## src/rtl/i2c_line_cond_pkg.sv

```systemverilog
// Shared definitions for the I2C line conditioner and the downstream i2c_fsm.
// Contents:
//   bus_state_e      : bus-level state (I2C_BUS_IDLE / I2C_BUS_BUSY)
//   I2C_SYNC_STAGES  : default synchroniser depth
//   I2C_FILT_LEN     : default glitch-filter acceptance length
//   sat_add8()       : 8-bit saturating add of a small increment
package i2c_line_cond_pkg;

  typedef enum logic {
    I2C_BUS_IDLE = 1'b0,
    I2C_BUS_BUSY = 1'b1
  } bus_state_e;

  localparam int I2C_SYNC_STAGES = 2;
  localparam int I2C_FILT_LEN    = 4;

  function automatic logic [7:0] sat_add8(input logic [7:0] a, input logic [1:0] inc);
    logic [8:0] sum;
    sum = {1'b0, a} + {7'd0, inc};
    return sum[8] ? 8'hFF : sum[7:0];
  endfunction

endpackage

```

## src/rtl/i2c_line_cond_glitch_filter.sv

```systemverilog
// Per-line conditioner: SYNC_STAGES-flop synchroniser followed by a
// persistence filter. The filtered level only changes after the synced level
// has disagreed with it for FILT_LEN consecutive cycles.
// Ports:
//   clk, rst_n : clock, asynchronous active-low reset
//   pin_i      : raw asynchronous pin
//   lvl_o      : filtered level (registered, resets to 1 = idle bus)
//   tog_o      : lvl_o changes on the next clock edge (combinational)
//   glitch_o   : a partially-counted disagreement just ended without acceptance
module i2c_line_cond_glitch_filter #(
  parameter int SYNC_STAGES = 2,
  parameter int FILT_LEN    = 4
) (
  input  logic clk,
  input  logic rst_n,
  input  logic pin_i,
  output logic lvl_o,
  output logic tog_o,
  output logic glitch_o
);

  logic [SYNC_STAGES-1:0] sync_q;
  logic                   synced;
  logic                   filt_q;
  logic [7:0]             cnt_q;
  logic [7:0]             cnt_d;
  logic                   mismatch;

  assign synced   = sync_q[SYNC_STAGES-1];
  assign mismatch = (synced != filt_q);
  // Mismatch has persisted long enough: accept the new level on this edge.
  assign tog_o    = mismatch && (cnt_q == 8'(FILT_LEN - 1));
  assign glitch_o = !mismatch && (cnt_q != 8'd0);
  assign lvl_o    = filt_q;

  always_comb begin
    cnt_d = 8'd0;
    if (mismatch && !tog_o) cnt_d = cnt_q + 8'd1;
  end

  always_ff @(posedge clk or negedge rst_n) begin
    if (!rst_n) begin
      sync_q <= '1;
      filt_q <= 1'b1;
      cnt_q  <= 8'd0;
    end else begin
      sync_q <= {sync_q[SYNC_STAGES-2:0], pin_i};
      cnt_q  <= cnt_d;
      if (tog_o) filt_q <= ~filt_q;
    end
  end

endmodule

```

## src/rtl/i2c_line_cond.sv

```systemverilog
// I2C slave input conditioner: synchronises and deglitches SCL/SDA, then
// derives one-cycle SCL edge, START and STOP strobes and a bus-busy flag.
// Optional feature macro: I2C_COND_GLITCH_CNT_EN adds the glitch_cnt port.
// Ports:
//   clk, rst_n         : clock, asynchronous active-low reset
//   scl_in, sda_in     : raw asynchronous pins
//   scl, sda           : filtered levels
//   scl_rise, scl_fall : 1-cycle filtered SCL edge strobes
//   start_det/stop_det : 1-cycle START (incl. repeated) / STOP strobes
//   bus_busy           : bus state register (1 = BUSY), START..STOP
//   glitch_cnt         : saturating count of rejected pulses (macro only)
module i2c_line_cond
  import i2c_line_cond_pkg::*;
#(
  parameter int SYNC_STAGES = I2C_SYNC_STAGES,
  parameter int FILT_LEN    = I2C_FILT_LEN
) (
  input  logic       clk,
  input  logic       rst_n,
  input  logic       scl_in,
  input  logic       sda_in,
  output logic       scl,
  output logic       sda,
  output logic       scl_rise,
  output logic       scl_fall,
  output logic       start_det,
  output logic       stop_det,
  output logic       bus_busy
`ifdef I2C_COND_GLITCH_CNT_EN
  ,
  output logic [7:0] glitch_cnt
`endif
);

  logic scl_lvl, scl_tog, scl_gl;
  logic sda_lvl, sda_tog, sda_gl;

  i2c_line_cond_glitch_filter #(.SYNC_STAGES(SYNC_STAGES), .FILT_LEN(FILT_LEN)) u_scl_filt (
    .clk(clk), .rst_n(rst_n), .pin_i(scl_in),
    .lvl_o(scl_lvl), .tog_o(scl_tog), .glitch_o(scl_gl)
  );

  i2c_line_cond_glitch_filter #(.SYNC_STAGES(SYNC_STAGES), .FILT_LEN(FILT_LEN)) u_sda_filt (
    .clk(clk), .rst_n(rst_n), .pin_i(sda_in),
    .lvl_o(sda_lvl), .tog_o(sda_tog), .glitch_o(sda_gl)
  );

  bus_state_e state_q;
  logic       scl_rise_q, scl_fall_q, start_q, stop_q;

  assign scl       = scl_lvl;
  assign sda       = sda_lvl;
  assign scl_rise  = scl_rise_q;
  assign scl_fall  = scl_fall_q;
  assign start_det = start_q;
  assign stop_det  = stop_q;
  assign bus_busy  = (state_q == I2C_BUS_BUSY);

  // Strobes are computed from the filters' pending toggles so they appear in
  // the same cycle as the new filtered level. START/STOP need SCL high now and
  // in the previous cycle, i.e. SCL is high and not toggling on this edge.
  always_ff @(posedge clk or negedge rst_n) begin
    if (!rst_n) begin
      state_q    <= I2C_BUS_IDLE;
      scl_rise_q <= 1'b0;
      scl_fall_q <= 1'b0;
      start_q    <= 1'b0;
      stop_q     <= 1'b0;
    end else begin
      scl_rise_q <= scl_tog & ~scl_lvl;
      scl_fall_q <= scl_tog &  scl_lvl;
      start_q    <= sda_tog &  sda_lvl & ~scl_tog & scl_lvl;
      stop_q     <= sda_tog & ~sda_lvl & ~scl_tog & scl_lvl;
      case (state_q)
        I2C_BUS_IDLE: if (start_q) state_q <= I2C_BUS_BUSY;
        I2C_BUS_BUSY: if (stop_q)  state_q <= I2C_BUS_IDLE;
        default:                   state_q <= I2C_BUS_IDLE;
      endcase
    end
  end

`ifdef I2C_COND_GLITCH_CNT_EN
  logic [7:0] glitch_cnt_q;
  assign glitch_cnt = glitch_cnt_q;

  always_ff @(posedge clk or negedge rst_n) begin
    if (!rst_n) glitch_cnt_q <= 8'd0;
    else        glitch_cnt_q <= sat_add8(glitch_cnt_q, {1'b0, scl_gl} + {1'b0, sda_gl});
  end
`else
  logic unused_glitch;
  assign unused_glitch = scl_gl ^ sda_gl;
`endif

endmodule

```

## config.mk

```make
export PLATFORM = sky130hd
export DESIGN_NAME = i2c_line_cond
export DESIGN_NICKNAME = d
export VERILOG_FILES = /design/src/rtl/i2c_line_cond_pkg.sv /design/src/rtl/i2c_line_cond_glitch_filter.sv /design/src/rtl/i2c_line_cond.sv
export SDC_FILE = /design/constraint.sdc
export NUM_CORES = 1
export LEC_CHECK = 0
export ABC_AREA = 0
export ABC_CLOCK_PERIOD_IN_PS = 1600
export BUFFER_PORTS_ARGS = -buffer_cell sky130_fd_sc_hd__clkbuf_2
export CAP_MARGIN = 30
export CORE_ASPECT_RATIO = 1.2
export CORE_MARGIN = 5
export CORE_UTILIZATION = 40
export CTS_BUF_LIST = sky130_fd_sc_hd__clkbuf_8 sky130_fd_sc_hd__clkbuf_16
export CTS_CLUSTER_DIAMETER = 100
export DETAILED_ROUTE_END_ITERATION = 10
export PLACE_DENSITY = 0.63
export SLEW_MARGIN = 30
export SYNTH_ARGS = -nofsm -noshare
export SYNTH_HDL_FRONTEND = slang
export SYNTH_SLANG_ARGS = --single-unit
```

## constraint.sdc

```tcl
create_clock -name clk -period 1.6 [get_ports clk]
set_input_delay 0.24 -clock clk [delete_from_list [all_inputs] [get_ports clk]]
set_output_delay 0.24 -clock clk [all_outputs]
set_load 0.01 [all_outputs]
```

[Word level (Yosys, flattened, before mapping)]
Cells that the tools add are included.
Word-level totals
  bits in registers: 27
  word-level logic and storage cells: 40
Operators by class
  $add $sub $neg: 2
  equal/unequal tests: 4
  multiplexer cells: 5
  bitwise logic cells: 12
  reductions and logical operators: 6
Operator list (count)
  $add A8 B1 Y8 const B: 2
  $eq A8 B2 Y1 const B: 2
  $mux W8: 2
  $and A1 B1 Y1: 8
  $logic_and A1 B1 Y1: 4
  $not A1 Y1: 4
  $logic_not A1 Y1: 2
  $mux W1: 2
  $ne A1 B1 Y1: 2
  $pmux W1 S2: 1

[Depth between registers and ports, before layout]
  word-level depth: 5
  depth in mapped cells: 4
  mapped depth without buffers: 4

[By module]
Synthesis repeated with hierarchy kept, for this count alone.
Unflattened totals
  cells, all modules: 109
  area total of the unflattened synthesis: 1267.5 um^2
Modules (own cells, without submodules)
  i2c_line_cond_glitch_filter: times used 2, cells each 49, area an instance 546.8 um^2, sequential area each 279.0 um^2
  i2c_line_cond: times used 1, cells each 11, area an instance 173.9 um^2, sequential area each 125.1 um^2

[Worst setup path before layout]
No wires, ideal clock.
  path type: reg2reg
  from: register u_scl_filt.cnt_q[0]
  to: register u_scl_filt.filt_q (netlist: u_scl_filt.lvl_o)
  setup time: 0.082 ns
  data arrival time: 1.621 ns
  data required time: 1.518 ns
  setup slack: -0.104 ns
  cell stages (with the launch flop): 5
  path buffers: 0
  cells stage by stage: dfrtp_1 ha_1 or4b_4 or2_4 mux2_4
Between the ends
  word-level cells in the longest chain between the ends: 2
Ends and longest elaborated chain
  from (decl): RTL line i2c_line_cond_glitch_filter.sv:25  | logic [7:0] cnt_q;
  from (signal assigned): RTL line i2c_line_cond_glitch_filter.sv:48  | cnt_q <= cnt_d;
  $eq A8 B2 Y1: RTL line i2c_line_cond_glitch_filter.sv:32  | assign tog_o = mismatch && (cnt_q == 8'(FILT_LEN - 1));
  $logic_and A1 B1 Y1: RTL line i2c_line_cond_glitch_filter.sv:32
  to (signal assigned): RTL line i2c_line_cond_glitch_filter.sv:49  | if (tog_o) filt_q <= ~filt_q;
  to (decl): RTL line i2c_line_cond_glitch_filter.sv:24  | logic filt_q;
Every way passes these cells.
A chain may end at the register's enable or synchronous reset.

[Worst setup path after layout]
  from: register u_scl_filt.cnt_q[1]
  to: register u_scl_filt.filt_q (netlist: u_scl_filt.lvl_o)
Same word-level chain as after synthesis.

==> metrics.md <==
| Metric | Value |
|---|---|
| Clock Latency Late Sink | `0.26 ns` |
| Status | `finished, violations left` |
| Layout Nets | `127` |
| RSZ-0062 raised after global routing | `true` |
| Failing checks | `negative hold slack, negative setup slack` |
| Crit path depth | `4` |
| Die Wd | `58.5 um` |
| Worst path slowest cell | `or4b_4` |
| Worst slew margin | `0.554` |
| CP cell instances | `ha_2 -> or4b_4 -> or2_4 -> mux2_4` |
| Core Area | `2760 sq um` |
| Row cnt | `21` |
| Number of remaining DRC errors | `0` |
| Final Skew | `0.00295 ns` |
| CTS tree | `built` |
| Area of the die | `3990 sq um` |
| Worst Path Buf+Inv | `0` |
| Syn Nets | `104` |
| Crit path time final | `1.61 ns` |
| CP max stage delay | `0.47 ns` |
| CTS resizes | `0` |
| R2r setup slk | `-0.01 ns` |
| Reg2reg end | `u_scl_filt.lvl_o$_DFFE_PN1P_` |
| Synth area leader | `dfrtp_1` |
| Post-synth EDFFs | `0` |
| Maximum fanout along the worst path | `3` |
| Final Setup Violations | `1` |
| Sink Count | `27` |
| GRT overflow | `0` |
| Largest net degree at the start of global routing | `28` |
| Power density cells | `1350 nW/um^2` |
| Cell Count, Final, Fillers Out | `154` |
| Clock Pin Slew Worst Setup and Hold Paths | `0.09 ns` |
| Die H | `68.2 um` |
| Ys Warns | `0` |
| Initial DRC Count | `17` |
| Final cycle utilization of the critical path | `1.01` |
| Lkg Pwr | `0.599 nW` |
| DRT antenna net count | `0` |
| Initial core utilization | `0.410` |
| Synth cell types | `28` |
| Setup crit end kind | `register` |
| VDD IR max | `1.08 mV` |
| Cell count after synthesis | `98` |
| Yosys top cell area share | `0.465` |
| DP Wirelength | `1380 um` |
| Port Buffers | `10` |
| Reg2Reg Launch Point | `u_scl_filt.cnt_q[1]$_DFF_PN0_` |
| Avg Vias per Cell | `5.19` |
| Crit path DAT | `1.81 ns` |
| Initial DRT Pass Iterations | `4` |
| Syn Area/Cell | `11.5 sq um` |
| R2R cell count | `4` |
| Pins Over Slew Limit | `0` |
| CTS H-Tree Depth | `1` |
| Most frequent cells after synthesis | `21 x dfrtp_1, 8 x nand3_1, 8 x nor2_1` |
| Top_reg_cell synth | `dfrtp_1` |
| Layout Area Growth over Synthesis | `17.7%` |
| End of the critical path | `u_scl_filt.lvl_o$_DFFE_PN1P_` |
| CP top delay family | `simple AND/OR/NAND/NOR gates` |
| Hold Slack | `-0.00623 ns` |
| Crit. Startpoint | `u_scl_filt.cnt_q[1]$_DFF_PN0_` |
| Max_cap viols | `0` |
| Final hold vios | `8` |
| Cell with the most instances after synthesis | `dfrtp_1` |
| Worst-Margin Slew | `0.669 ns` |
| Area contributors post-synth | `dfrtp_1 47%, dfstp_2 14%, xor2_1 4.7%, or3_1 3.9%, nand3_1 3.5%` |
| Cts bufs inserted | `3` |
| # diodes | `0` |
| # Post-CTS Setup Buffers | `0` |
| Vias in the first global route | `765` |
| CTS Hold Bufs | `0` |
| Worst hold path class | `in -> async` |
| FMAX | `619 MHz` |
| Tot GR Track Use | `0.111` |
| FILL cells | `266` |
| Post-DR wirelength/cell | `12.7 um` |
| CTS max path bufs | `2` |
| Root Buffer | `clkbuf_8` |
| Utilization after layout | `0.482` |
| Routed wire length | `1960 um` |
| Io pins | `11` |
| Crit path launch type | `register` |
| GP Congestion | `0.828` |
| Layout cells sized above 1 | `0.283` |
| CP Class | `reg -> reg` |
| Antenna violations before repair | `0` |
| Global-route wire length before repair | `3410 um` |
| Ys async rst share | `1.00` |
| Post-synthesis cell area | `1130 sq um` |
| Critical Path RT | `1.80 ns` |
| Synth Register Bits | `27` |
| Post-synthesis sequential area ratio | `0.605` |
| Vias | `800` |
| Post-Place Cells | `149` |
| Worst setup margin | `-0.0150 ns` |
==> power breakdown <==
part | total, mW | switching (mW) | internal (mW)
sequential | 0.908 | 0.101 | 0.808
clock | 0.362 | 0.191 | 0.171
combinational | 0.522 | 0.256 | 0.266
==> worst min path at each step <==
| stage | slack, ns | endpoint |
|---|---|---|
| 2_1_floorplan | -0.06 | bus_busy$_DFF_PN0_ |
| 3_3_place_gp | 0.30 | bus_busy$_DFF_PN0_ |
| 3_5_place_dp | 0.30 | bus_busy$_DFF_PN0_ |
| 4_1_cts | 0.006 | bus_busy$_DFF_PN0_ |
| 5_1_grt | 0.04 | bus_busy$_DFF_PN0_ |
| 6_report | -0.006 | bus_busy$_DFF_PN0_ |
==> cell usage in the layout (no fill, tap or decap), types with 6 or more instances in the layout <==
cell type and n:
a21oi_1 6, dfrtp_1 21, xor2_1 6, dfstp_2 6, nor2_1 8, nand3_1 8, clkbuf_2 10, o21ai_0 6
or3_1 7, buf_4 8
==> logic make-up after synthesis <==
logic type / Yosys count / synth area share
and+or+nand+nor: 41 / 0.203
DFF: 27 / 0.605
AOI/OAI and AO/OA: 14 / 0.0664
xor gates and xnor gates: 8 / 0.0620
buffers and inverters: 3 / 0.00997
muxes: 3 / 0.0321
adders and majority gates: 2 / 0.0221
==> routing by layer <==
layer	GRT usage	up-vias	wire length (um)
li1	-	392	-
met1	0.139	393	839
met2	0.182	11	1000
met3	0.0283	4	91
met4	0.0493	0	26
met5	0	-	0
==> final cells by class <==
| cell class | instances | area [sq um] | share of cell area |
|---|---|---|---|
| clock buffers | 3 | 41.3 | 0.0310 |
| clock inverters | 1 | 3.75 | 0.00282 |
| inverters | 3 | 11.3 | 0.00847 |
| multi-input cells | 68 | 438 | 0.329 |
| flip-flops and latches | 27 | 683 | 0.514 |
| well taps | 34 | 42.5 | 0.0320 |
| repair buffers | 18 | 110 | 0.0828 |
==> flip-flops by register name, indices dropped and copies added (netlist names) <==
signal / cells
u_scl_filt.cnt_q: 8
u_sda_filt.cnt_q: 8
u_scl_filt.sync_q: 2
u_sda_filt.sync_q: 2
bus_busy: 1
scl_fall: 1
scl_rise: 1
start_det: 1
stop_det: 1
u_scl_filt.lvl_o: 1
u_sda_filt.lvl_o: 1
==> per-stage QoR <==
stage	setup TNS, ns	worst slack [ns]	instance area, sq um	hold slack (ns)	power [mW]
5_1_grt	-0.348	-0.0762	1330	0.0352	1.93
3_5_place_dp	0	0.000645	1280	0.302	1.44
4_1_cts	-0.0186	-0.0186	1320	0.00608	1.82
3_3_place_gp	0	0.0216	1280	0.300	1.42
2_1_floorplan	-0.0779	-0.0712	1130	-0.0556	1.21
6_report	-0.0150	-0.0150	1330	-0.00623	1.79
(Power assumes the default switching activity.)
